$ cat src/rtl/serial_link_fifo_pkg.sv
// Shared constants, FSM state type and helpers for the serial link AXI FIFO writer.
package serial_link_fifo_pkg;

  localparam logic [1:0] RESP_OKAY   = 2'b00;
  localparam logic [1:0] RESP_SLVERR = 2'b10;

  localparam int unsigned DEF_DATA_WIDTH = 32;
  localparam int unsigned DEF_ID_WIDTH   = 4;
  localparam int unsigned DEF_ADDR_WIDTH = 32;
  localparam int unsigned DEF_CNT_WIDTH  = 16;

  typedef enum logic [1:0] {
    IDLE  = 2'd0,
    WRITE = 2'd1,
    WRESP = 2'd2,
    RDERR = 2'd3
  } state_e;

  // Beat counter increment that sticks at 255 on runaway bursts
  function automatic logic [7:0] sat_inc8(input logic [7:0] val);
    return (val == 8'hFF) ? val : val + 8'd1;
  endfunction

endpackage

$ cat src/rtl/serial_link_sat_cnt.sv
// Saturating up-counter with synchronous clear and synchronous active-low reset.
module serial_link_sat_cnt #(
  parameter int unsigned Width = 16
) (
  input  logic             clk_i,
  input  logic             rst_ni,
  input  logic             clear_i,
  input  logic             inc_i,
  output logic [Width-1:0] cnt_o
);

  always_ff @(posedge clk_i) begin
    if (!rst_ni || clear_i) begin
      cnt_o <= '0;
    end else if (inc_i && (cnt_o != {Width{1'b1}})) begin
      cnt_o <= cnt_o + Width'(1);
    end
  end

endmodule

$ cat src/rtl/serial_link_axi_fifo_writer.sv
// AXI4 subordinate that pushes write beats into a req/gnt FIFO port and
// answers every read burst with SLVERR beats.
module serial_link_axi_fifo_writer
  import serial_link_fifo_pkg::*;
#(
  parameter int unsigned DataWidth = DEF_DATA_WIDTH,
  parameter int unsigned IdWidth   = DEF_ID_WIDTH,
  parameter int unsigned AddrWidth = DEF_ADDR_WIDTH,
  parameter int unsigned CntWidth  = DEF_CNT_WIDTH
) (
  input  logic                   clk_i,
  input  logic                   rst_ni,
  input  logic                   aw_valid_i,
  output logic                   aw_ready_o,
  input  logic [IdWidth-1:0]     aw_id_i,
  input  logic [AddrWidth-1:0]   aw_addr_i,
  input  logic [7:0]             aw_len_i,
  input  logic                   w_valid_i,
  output logic                   w_ready_o,
  input  logic [DataWidth-1:0]   w_data_i,
  input  logic [DataWidth/8-1:0] w_strb_i,
  input  logic                   w_last_i,
  output logic                   b_valid_o,
  input  logic                   b_ready_i,
  output logic [IdWidth-1:0]     b_id_o,
  output logic [1:0]             b_resp_o,
  input  logic                   ar_valid_i,
  output logic                   ar_ready_o,
  input  logic [IdWidth-1:0]     ar_id_i,
  input  logic [7:0]             ar_len_i,
  output logic                   r_valid_o,
  input  logic                   r_ready_i,
  output logic [IdWidth-1:0]     r_id_o,
  output logic [DataWidth-1:0]   r_data_o,
  output logic [1:0]             r_resp_o,
  output logic                   r_last_o,
  output logic                   push_req_o,
  input  logic                   push_gnt_i,
  output logic [DataWidth-1:0]   push_data_o,
  output logic [CntWidth-1:0]    beats_pushed_o,
  output logic [CntWidth-1:0]    err_cnt_o
);

  state_e               state_q, state_d;
  logic [IdWidth-1:0]   id_q, id_d;
  logic [7:0]           len_q, len_d;
  logic [7:0]           beat_q, beat_d;
  logic                 err_q, err_d;
  logic                 push_inc, err_inc;
  logic                 w_hs, strb_zero;

  // Address is accepted but carries no meaning for a FIFO sink
  logic unused_addr;
  assign unused_addr = ^aw_addr_i;

  assign strb_zero   = (w_strb_i == '0);
  assign r_data_o    = '0;
  assign push_data_o = w_data_i;

  always_comb begin
    state_d    = state_q;
    id_d       = id_q;
    len_d      = len_q;
    beat_d     = beat_q;
    err_d      = err_q;
    aw_ready_o = 1'b0;
    ar_ready_o = 1'b0;
    w_ready_o  = 1'b0;
    push_req_o = 1'b0;
    push_inc   = 1'b0;
    err_inc    = 1'b0;
    w_hs       = 1'b0;
    case (state_q)
      IDLE: begin
        aw_ready_o = 1'b1;
        ar_ready_o = !aw_valid_i;
        if (aw_valid_i) begin
          id_d    = aw_id_i;
          len_d   = aw_len_i;
          beat_d  = 8'd0;
          err_d   = 1'b0;
          state_d = WRITE;
        end else if (ar_valid_i) begin
          id_d    = ar_id_i;
          len_d   = ar_len_i;
          beat_d  = 8'd0;
          state_d = RDERR;
        end
      end
      WRITE: begin
        push_req_o = w_valid_i && !strb_zero;
        w_ready_o  = w_valid_i && (strb_zero || push_gnt_i);
        push_inc   = push_req_o && push_gnt_i;
        w_hs       = w_ready_o;
        if (w_hs) begin
          beat_d = sat_inc8(beat_q);
          // Length mismatch in either direction marks the burst as failed
          if (w_last_i != (beat_q == len_q)) begin
            err_d = 1'b1;
          end
          if (w_last_i) begin
            state_d = WRESP;
          end
        end
      end
      WRESP: begin
        if (b_ready_i) begin
          err_inc = err_q;
          state_d = IDLE;
        end
      end
      RDERR: begin
        if (r_ready_i) begin
          beat_d = sat_inc8(beat_q);
          if (beat_q == len_q) begin
            err_inc = 1'b1;
            state_d = IDLE;
          end
        end
      end
      default: state_d = IDLE;
    endcase
  end

  // Response channels are registered from the next-state view so they
  // appear no earlier than one cycle after the triggering handshake.
  always_ff @(posedge clk_i) begin
    if (!rst_ni) begin
      state_q   <= IDLE;
      id_q      <= '0;
      len_q     <= '0;
      beat_q    <= '0;
      err_q     <= 1'b0;
      b_valid_o <= 1'b0;
      b_id_o    <= '0;
      b_resp_o  <= RESP_OKAY;
      r_valid_o <= 1'b0;
      r_id_o    <= '0;
      r_resp_o  <= RESP_OKAY;
      r_last_o  <= 1'b0;
    end else begin
      state_q   <= state_d;
      id_q      <= id_d;
      len_q     <= len_d;
      beat_q    <= beat_d;
      err_q     <= err_d;
      b_valid_o <= (state_d == WRESP);
      b_id_o    <= (state_d == WRESP) ? id_d : '0;
      b_resp_o  <= ((state_d == WRESP) && err_d) ? RESP_SLVERR : RESP_OKAY;
      r_valid_o <= (state_d == RDERR);
      r_id_o    <= (state_d == RDERR) ? id_d : '0;
      r_resp_o  <= (state_d == RDERR) ? RESP_SLVERR : RESP_OKAY;
      r_last_o  <= (state_d == RDERR) && (beat_d == len_d);
    end
  end

  serial_link_sat_cnt #(.Width(CntWidth)) u_pushed_cnt (
    .clk_i  (clk_i),
    .rst_ni (rst_ni),
    .clear_i(1'b0),
    .inc_i  (push_inc),
    .cnt_o  (beats_pushed_o)
  );

  serial_link_sat_cnt #(.Width(CntWidth)) u_err_cnt (
    .clk_i  (clk_i),
    .rst_ni (rst_ni),
    .clear_i(1'b0),
    .inc_i  (err_inc),
    .cnt_o  (err_cnt_o)
  );

endmodule

$ cat config.mk
export PLATFORM = sky130hd
export DESIGN_NAME = serial_link_axi_fifo_writer
export DESIGN_NICKNAME = d
export VERILOG_FILES = /design/src/rtl/serial_link_fifo_pkg.sv /design/src/rtl/serial_link_sat_cnt.sv /design/src/rtl/serial_link_axi_fifo_writer.sv
export SDC_FILE = /design/constraint.sdc
export NUM_CORES = 1
export LEC_CHECK = 0
export CAP_MARGIN = 20
export CORE_MARGIN = 8
export CORE_UTILIZATION = 42
export CTS_CLUSTER_DIAMETER = 60
export CTS_CLUSTER_SIZE = 8
export DETAILED_ROUTE_END_ITERATION = 16
export PLACE_DENSITY = 0.94
export SLEW_MARGIN = 40
export SYNTH_ARGS = -nofsm -noshare
export SYNTH_HDL_FRONTEND = slang
export SYNTH_SLANG_ARGS = --single-unit
$ cat constraint.sdc
create_clock -name clk_i -period 6.9 [get_ports clk_i]
set_clock_uncertainty 0.05 [all_clocks]
set_input_delay 2.07 -clock clk_i [delete_from_list [all_inputs] [get_ports clk_i]]
set_output_delay 2.07 -clock clk_i [all_outputs]
set_load 0.005 [all_outputs]
==> results.tsv <==
metric	value	unit
slowest_delay	540	ps
yosysWarningCount	0	
setup_violations	0	
via_per_inst	5.39	
worstSetupStartpointType	input port	
required	4780	ps
hold_viol_final	0	
final_common_cell	clkdlybuf4s50_1	
die_area	12700	um2
async_reset_ff_share	0	%
fill_cells	865	
yosysTopAreaCell	dfxtp_1	
crit_fanout	6	
clockBufferDepth	2	
first_iter_violations	227	
finalWorstSetupSlack	1050	ps
final_cell_mix	clkdlybuf4s50_1, dfxtp_1, nor2_1	
slew_violations	0	
wl_per_cell	15.7	um
maxCapViolCount	0	
dp_hpwl	7450	um
vias	3378	
n_antenna_cell	0	
netlist_area	3930	um2
synth_cell_types	66	
crit_top_cell	clkdlybuf4s50_1	
netlist.area_leader.share	34.2	%
grt_max_degree	28	
path_cells	clkdlybuf4s50_1 > nor4_4 > o21a_1 > clkdlybuf4s50_1	
grt_overflow	0	
clock.fmax	171	MHz
grtUsageTotal	15.3	%
synth_ff_type	dfxtp_1	
io_buffers	85	
final.period_utilization	84.8	%
post_cts_buffers	0	
endpoint_kind	primary output	
cts_tree	built	
htreeDepth	3	
clk_pin_slew	80	ps
nets	615	
hold_class	register to register	
post_cts_resized	0	
slew_headroom	55.2	%
period_needed	5850	ps
cts_made_buffers	9	
root_buffer	clkbuf_8	
routed_wl	9830	um
coreArea	9150	um2
drt_first_pass_iters	4	
peakVddDrop	0.000130	V
start_util	42.9	%
final.setup.tns	0	ps
clock_latency	340	ps
slowest_stage	clkdlybuf4s50_1	
post-route-cell-area	4710	um2
antenna_left	0	
arrival	3730	ps
pin_count	216	
tightest_slew	664	ps
synth_edf_count	0	
antenna_found_initial	0	
ys_ff_latch	67	
critPathKind	input port to primary output	
place_area	4470	um2
die_y	113	um
p_per_area	205	nW/um2
grt_setup_unrepaired	no	
area_delta_synth_final	20.1	%
hold_buffers	0	
die_x	113	um
routabilityCongestion	0.933	
synth_seq_area_share	34.2	%
place_ws	1050	ps
drc	0	
grt_pass1_vias	3383	
grt_pass1_wl	16100	um
status	finished clean	
num_rows	35	
syn_inst	463	
drive_gt1_share	7.36	%
power.leakage	1.78	nW
clkSinkCount	67	
syn_area_per_cell	8.48	um2
synth_area_leaders	dfxtp_1, buf_4, xnor2_1	
==> power breakdown <==
group	internal, mW	total, mW	switching, mW
registers	0.399	0.412	0.0132
clock network	0.243	0.403	0.160
logic	0.0689	0.149	0.0806
==> logic make-up after synthesis <==
family | after synthesis | share of synthesized area, %
AOI/OAI and AO/OA | 85 | 14.6
DFF | 67 | 34.2
buffers and inverters | 94 | 15.9
other | 1 | 0.0955
xor gates and xnor gates | 34 | 7.59
and+or+nand+nor | 174 | 25.4
muxes | 5 | 1.31
adders and majority gates | 3 | 0.956
==> per-layer routing <==
layer | routed length [um] | GRT usage (%)
met4 | 127 | 5.40
met5 | 0 | 0
met1 | 4120 | 17.0
met2 | 4600 | 25.9
met3 | 987 | 6.01
==> critical path: cells and delay by family <==
family,cells,cell delay (ps)
compound gates,1,260
simple gates,1,430
buf+inv,2,980
==> path summary, 6_finish.rpt <==
| path | from | end | slack [ps] | cells past startpoint |
|---|---|---|---|---|
| max reg2reg | state_q[0] | r_last_o | 3920 | 8 |
| max | w_strb_i[1] | w_ready_o | 1050 | 4 |
| min | err_q | err_q | 460 | 2 |
| min reg2reg | err_q | err_q | 460 | 2 |
==> area by class of cell <==
| cell class | instances | area (um2) | area share (%) |
|---|---|---|---|
| clock buffer | 9 | 124 | 2.63 |
| clock inverter | 7 | 121 | 2.57 |
| inverter | 10 | 37.5 | 0.796 |
| multi-input combinational | 335 | 2080 | 44.2 |
| sequential | 67 | 1340 | 28.5 |
| tap | 111 | 139 | 2.95 |
| timing repair buffer | 88 | 868 | 18.4 |
==> stage by stage <==
stage	hold WS [ps]	instances	util, %	total power [mW]
after floorplan	393	496	-	0.540
after global placement	414	611	48.9	0.563
after detailed placement	433	611	48.9	0.570
after CTS	445	627	51.6	0.974
after global routing	486	627	51.5	1.01
final	461	627	51.5	0.964
==> cells in the mapped netlist (all sizes together) (9+ instances only) <==
| cell | count |
|---|---|
| buf | 71 |
| dfxtp | 67 |
| nor2 | 42 |
| and2 | 23 |
| nand2 | 23 |
| o21ai | 20 |
| a21oi | 19 |
| xnor2 | 18 |
| xor2 | 16 |
| nand3 | 14 |
| clkbuf | 13 |
| or3 | 13 |
| a31oi | 11 |
| a22oi | 9 |
| inv | 9 |
| nand4 | 9 |
| nor2b | 9 |
| nor4 | 9 |
==> flip-flops by register name (all words and copies together), names as in the netlist, 2 cells and up <==
signal and cells:
state_q 2, u_err_cnt.cnt_o 16, b_id_o 4, len_q 8
beat_q 8, u_pushed_cnt.cnt_o 16, r_id_o 4, id_q 4
(Power assumes the default switching activity.)
